==> config.mk <==
export PLATFORM = sky130hd
export DESIGN_NAME = regfile_syscall
export DESIGN_NICKNAME = d
export VERILOG_FILES = /design/src/rtl/regfile_syscall.sv
export SDC_FILE = /design/constraint.sdc
export NUM_CORES = 2
export LEC_CHECK = 0
export CAP_MARGIN = 25
export CORE_UTILIZATION = 40
export DETAILED_ROUTE_END_ITERATION = 10
export SETUP_SLACK_MARGIN = 0.3
export SLEW_MARGIN = 10
export SYNTH_ARGS = -nofsm -noshare
export SYNTH_HDL_FRONTEND = slang
export SYNTH_SLANG_ARGS = --single-unit
==> constraint.sdc <==
create_clock -name CLK -period 4.3 [get_ports CLK]
set_input_delay 0.43 -clock CLK [delete_from_list [all_inputs] [get_ports CLK]]
set_output_delay 0.43 -clock CLK [all_outputs]
set_load 0.02 [all_outputs]
==> src/rtl/regfile_syscall.sv <==
// Register file with syscall decode: 31 x 32-bit registers, a RUN/HALTED FSM,
// an LED output register loaded by code 34 and a saturating syscall counter.
module regfile_syscall #(
    parameter int unsigned CNT_W = 16
) (
    input  logic              CLK,
    input  logic              nRST,
    input  logic [4:0]        R1Adr,
    input  logic [4:0]        R2Adr,
    input  logic [4:0]        WAdr,
    input  logic [31:0]       RDin,
    input  logic              RegWrite,
    input  logic              Syscall,
    output logic [31:0]       R1,
    output logic [31:0]       R2,
    output logic              Halt,
    output logic [31:0]       LedData,
    output logic [CNT_W-1:0]  SysCnt
);

    localparam int unsigned DATA_W = 32;
    localparam int unsigned ADDR_W = 5;
    localparam int unsigned NREG   = 32;

    localparam logic [DATA_W-1:0] SYS_EXIT = DATA_W'(10);
    localparam logic [DATA_W-1:0] SYS_LED  = DATA_W'(34);

    typedef enum logic {
        RUN    = 1'b0,
        HALTED = 1'b1
    } state_t;

    state_t                  state_q;
    state_t                  state_d;
    logic [DATA_W-1:0]       led_d;
    logic [CNT_W-1:0]        cnt_d;
    logic                    wr_en_c;
    logic [DATA_W-1:0]       regs [1:NREG-1];

    // Zero-latency reads; register 0 has no storage and reads as zero.
    always_comb begin
        R1 = '0;
        R2 = '0;
        if (R1Adr != ADDR_W'(0)) R1 = regs[R1Adr];
        if (R2Adr != ADDR_W'(0)) R2 = regs[R2Adr];
    end

    assign wr_en_c = RegWrite && (WAdr != ADDR_W'(0)) && (state_q == RUN);

    always_ff @(posedge CLK or negedge nRST) begin
        if (!nRST) begin
            for (int i = 1; i < NREG; i++) regs[i] <= '0;
        end else if (wr_en_c) begin
            regs[WAdr] <= RDin;
        end
    end

    // Syscall decode uses the pre-edge read values, so a coinciding write
    // never influences the code or the LED payload.
    always_comb begin
        state_d = state_q;
        led_d   = LedData;
        cnt_d   = SysCnt;
        if (state_q == RUN && Syscall) begin
            if (SysCnt != '1) cnt_d = SysCnt + CNT_W'(1);
            if (R1 == SYS_EXIT) begin
                state_d = HALTED;
            end else if (R1 == SYS_LED) begin
                led_d = R2;
            end
        end
    end

    always_ff @(posedge CLK or negedge nRST) begin
        if (!nRST) begin
            state_q <= RUN;
            LedData <= '0;
            SysCnt  <= '0;
        end else begin
            state_q <= state_d;
            LedData <= led_d;
            SysCnt  <= cnt_d;
        end
    end

    assign Halt = (state_q == HALTED);

endmodule

**Word-level counts from Yosys, hierarchy flattened**

Cells that the tools add are included.

- Multiplexer cells: 11
- Add/subtract/negate cells: 1
- Bitwise operators: 5
- Magnitude comparators: 4
- Reductions and logical operators: 10
- Equality and inequality tests: 3

Operator list:

| cell | number |
|---|---|
| $bwmux W992 | 1 |
| $bmux W32 S5 | 2 |
| $mux W32 | 7 |
| $demux W32 S5 | 1 |
| $eq A32 B4 Y1 const B | 1 |
| $eq A32 B6 Y1 const B | 1 |
| $ge A6 B6 Y1 const B | 3 |
| $not A5 Y6 | 3 |
| $add A16 B1 Y16 const B | 1 |
| $ne A16 B16 Y1 const B | 1 |
| $reduce_bool A5 Y1 | 3 |
| $lt A6 B1 Y1 const B | 1 |
| $logic_and A1 B1 Y1 | 4 |
| $reduce_and A2 Y1 | 2 |
| $reduce_and A3 Y1 | 1 |
| $not A1 Y1 | 2 |

- Logic and storage cells: 68
- Flip-flop bits (word level): 1041
- Input bits: 51
- Output and inout port bits: 113

**Logic depth before layout (Yosys ltp)**

- Depth in word-level cells: 8
- Mapped depth: 16
- Mapped depth without buffers: 8

**Worst setup path before layout**

Ideal clock, no wire load.

- Path kind: input-to-reg
- Start: in R1Adr[1]
- End: reg LedData[10]
- Data required time: 4.175 ns
- Buffers on the path: 6
- Library setup time: 0.125 ns
- Arrival time: 3.812 ns
- Slack: 0.363 ns
- Stages: 14
- Path through: buf_4 -> buf_4 -> buf_2 -> buf_4 -> buf_1 -> mux4_2 -> mux2i_1 -> o22a_1 -> o221ai_1 -> nor4_1 -> nand4_1 -> nor4_4 -> buf_6 -> mux2_4

- Longest elaborated chain between the ends: 8
- Elaborated cells between the ends (all ways): 10
- Those cells by class: eq/ne: 2; mux: 4; bitwise: 2; reduce/logical: 2

Ends and longest elaborated chain:

| item | RTL line | RTL |
|---|---|---|
| start, declared | 8 | `input logic [4:0] R1Adr,` |
| $not A5 Y6 (not written as such) | 44 | `if (R1Adr != ADDR_W'(0)) R1 = regs[R1Adr];` |
| $bmux W32 S5 | 44 |  |
| $mux W32 (not written as such) (2 in a row) | 44 |  |
| $mux W32 * | 44 |  |
| via R1[7] | 14 | `output logic [31:0] R1,` |
| $eq A32 B4 Y1 | 66 | `if (R1 == SYS_EXIT) begin` |
| $not A1 Y1 (no line) | - |  |
| $reduce_and A3 Y1 (no line) * | - |  |
| end signal, assigned | 81 | `LedData <= led_d;` |
| end, declared | 17 | `output logic [31:0] LedData,` |

Mark *: on every way through the listed nets, which the timed path passes. The rest lies on a longest branch. The select of a mux whose other input is x is not followed.
A chain may end at the register's enable or synchronous reset.

**Worst setup path after layout**

- Start: reg regs[80] (netlist bit)
- End: reg LedData[22]

- Longest elaborated chain between the ends: 7
- Elaborated cells between the ends (all ways): 8
- Those cells by class: eq/ne: 2; mux: 4; bitwise: 1; reduce/logical: 1

Ends and longest elaborated chain:

| item | RTL line | RTL |
|---|---|---|
| start, declared | 38 | `logic [DATA_W-1:0] regs [1:NREG-1];` |
| start signal, assigned by index | 54 | `regs[WAdr] <= RDin;` |
| $bmux W32 S5 * | 44 |  |
| $mux W32 (not written as such) * (2 in a row) | 44 |  |
| $mux W32 * | 44 |  |
| $eq A32 B4 Y1 | 66 |  |
| $not A1 Y1 (no line) | - |  |
| $reduce_and A3 Y1 (no line) * | - |  |

Every way passes the cells marked *; elsewhere a longest branch is shown, timed or not. The select of a mux whose other input is x is not followed.

==> run metrics <==
Mapped Cells=3,587; via count=35,590; clock skew=0.02205 ns; Max-Cap Viols=0; Seq pwr share=0.436; clock share of power=0.344; crit path max fanout=9; Post-Syn Nets=3,639; RSZ-0062 raised after global routing=false; Internal=21.80 mW; row count=135; metal3 WL=12.83 mm; DR WL met2=84.82 mm; Vias/cell=6.321; placed cell area=60,120 µm²; Hold Vio Cnt, Final=0; CTS Root Cell=clkbuf_16; Slew @ Worst Pin=1.059 ns; DIE WIDTH=373.4 µm; Max transition margin=0.2921; worst path required time=4.90 ns; CP Launch Type=flip-flop; DIE AREA=139,400 µm²; Sw Share=0.2743; met1 WL=81.86 mm; gpl congestion=0.8327; routed wire length=184.7 mm; gr usage total=0.2659; setup_tns=0 ns; initial antenna violation count=11; Net Sw Power=8.240 mW; commonest non-fill, non-tap cells in the layout=1,106 x mux2_2, 1,041 x dfrtp_1, 476 x mux4_2, 180 x buf_4, 142 x clkdlybuf4s50_1; fillers=11,800; clock-pin slew of the registers on the worst-case setup and hold paths=0.06 ns; syn avg cell area=15.38 µm²; kind of critical path=reg -> reg; DP Cell Count=5,387; first-pass GRT wire length=270.0 mm; Worst EP arrival=4.43 ns; Static Leakage=27.63 nW; post-DR wirelength/cell=32.80 µm; Synth cell types=62; CTS max path bufs=3; largest net degree at the start of global routing=139; Setup violations, final=0; hold_ws=0.2643 ns; drt pass-1 iters=5; worst vdd ir=0.3357 mV; GRT overflow=0; Mapped Area=55,180 µm²; fraction of layout cells with a size suffix above 1=0.5528; Num CTS Buffers=115; Post-DRT Antenna Nets=0; asr flop ratio synth=1.000; sequential share of the synthesized area=0.4721; Top Metal Used=met5; status=completed; H-tree lvl count=3; IO Count=164; via count of the first global-routing pass=36,070; I/O Buffers=163; Main synth FF type=dfrtp_1; number of warnings issued by yosys=0; worst skew pair latency=0.73 ns; max-slew violation total from the final report=0; Post-synth EDFFs=0; DRT iter0 DRCs=3,389; synthesis-to-layout area growth=16.95%; Post-route DRC=0; final instance area=64,530 µm²; HPWL Detailed=112.0 mm; #FFs+latches synth=1,041; commonest non-fill, non-tap cell in the layout=mux2_2; core box area=136,100 µm²; combinational power share=0.220; fin nets=3,806; Reg2Reg Depth=11; CTS tree=done; final worst path period share=0.8923; Power Density=465.5 nW/µm²; initial cell density of the core=0.4053; Hold Path Class=in -> async; Max Fclk=260.6 MHz; CTS sink cnt=1,041; Non-Filler Instances=5,630; CP endpoint kind=flip-flop; Final Critical Period=3.837 ns; Die Y=373.4 µm
## state kept, by name, indices dropped and copies added, names as in the netlist
name	cells
SysCnt	16
regs	992
Halt	1
LedData	32
## what timing repair did
item	in CTS	in global routing
gates resized for setup	0	2
hold buffers	1	0
setup buffers	0	0
setup endpoints to repair	0	30
endpoints found under the hold margin	49	0
## metal layers
layer | global-route usage | up-vias
li1 | - | 14280
met1 | 0.3841 | 19660
met2 | 0.4059 | 1363
met3 | 0.05187 | 286
met4 | 0.07811 | 8
met5 | 0 | -
## final cells by class
| class | instances | area (µm²) | share of cell area |
|---|---|---|---|
| Tap cell | 1781 | 2228 | 0.03453 |
| Antenna cell | 3 | 7.507 | 0.0001163 |
| Clock inverter | 25 | 390.4 | 0.006050 |
| Sequential cell | 1041 | 26050 | 0.4037 |
| Clock buffer | 184 | 3552 | 0.05505 |
| Multi-Input combinational cell | 2158 | 27680 | 0.4290 |
| Timing Repair Buffer | 424 | 4564 | 0.07073 |
| Inverter | 14 | 52.55 | 0.0008144 |
## worst max-delay path, cell delays in order (launching register included)
cell and delay (ns):
dfrtp_1 0.40, mux4_2 0.48, a22o_1 0.23, o21ai_0 0.41
nand4_1 0.21, buf_4 0.20, or4_1 0.63, buf_4 0.20
nor4_4 0.23, buf_4 0.23, buf_12 0.16, mux2_4 0.31
## synth_stat cells (30+ instances only)
cell	number	area, µm²
a22oi_1	44	330.3
a22o_1	43	376.6
nor2_1	40	150.1
mux2_4	30	450.4
dfrtp_1	1041	26050
clkbuf_1	238	893.4
nand2_1	66	247.7
mux2_2	1106	12450
mux2i_1	76	760.7
buf_1	76	285.3
mux4_2	476	10720
a21oi_1	31	155.2
## power groups by stage
| stage | sequential (mW) | clock, mW | combinational, mW |
|---|---|---|---|
| after floorplan | 12.7 | 0 | 4.65 |
| after global placement | 13.1 | 0 | 6.47 |
| after detailed placement | 13.2 | 0 | 6.58 |
| after CTS | 13.0 | 10.5 | 6.60 |
| after global routing | 13.3 | 10.9 | 7.03 |
| final | 13.1 | 10.3 | 6.62 |
## kinds of logic (layout without fill, tap and decap cells)
logic type                 after synthesis  in the layout  synth area share
xor gates and xnor gates                14             14          0.002222
adders and majority gates                1              1         0.0002267
other                                    0              3                 0
muxes                                 1691           1691            0.4434
buffers and inverters                  388            647           0.03018
and+or+nand+nor                        214            214           0.01950
AOI/OAI and AO/OA                      238            238           0.03236
DFF                                   1041           1041            0.4721
## metrics by stage
step	utilization	total power, mW	worst slack [ns]
2_1_floorplan	-	17.36	0.3627
6_report	0.4740	30.04	0.4630
5_1_grt	0.4740	31.26	0.3888
3_5_place_dp	0.4416	19.76	-0.1266
4_1_cts	0.4707	30.15	0.3573
3_3_place_gp	0.4414	19.62	-0.09010
## worst paths after layout
check                           slack, ns                       to               startpoint
worst max-delay path                 0.46  LedData[22]$_DFFE_PN0P_     regs[80]$_DFFE_PN0P_
worst min-delay path                 0.26     regs[70]$_DFFE_PN0P_                     nRST
worst max register to register       0.46  LedData[22]$_DFFE_PN0P_     regs[80]$_DFFE_PN0P_
worst min register to register       0.51  LedData[31]$_DFFE_PN0P_  LedData[31]$_DFFE_PN0P_
max in group asynchronous            2.72    regs[216]$_DFFE_PN0P_                     nRST
min in group CLK                     0.44    regs[664]$_DFFE_PN0P_                 RDin[24]
(Power assumes the default switching activity.)
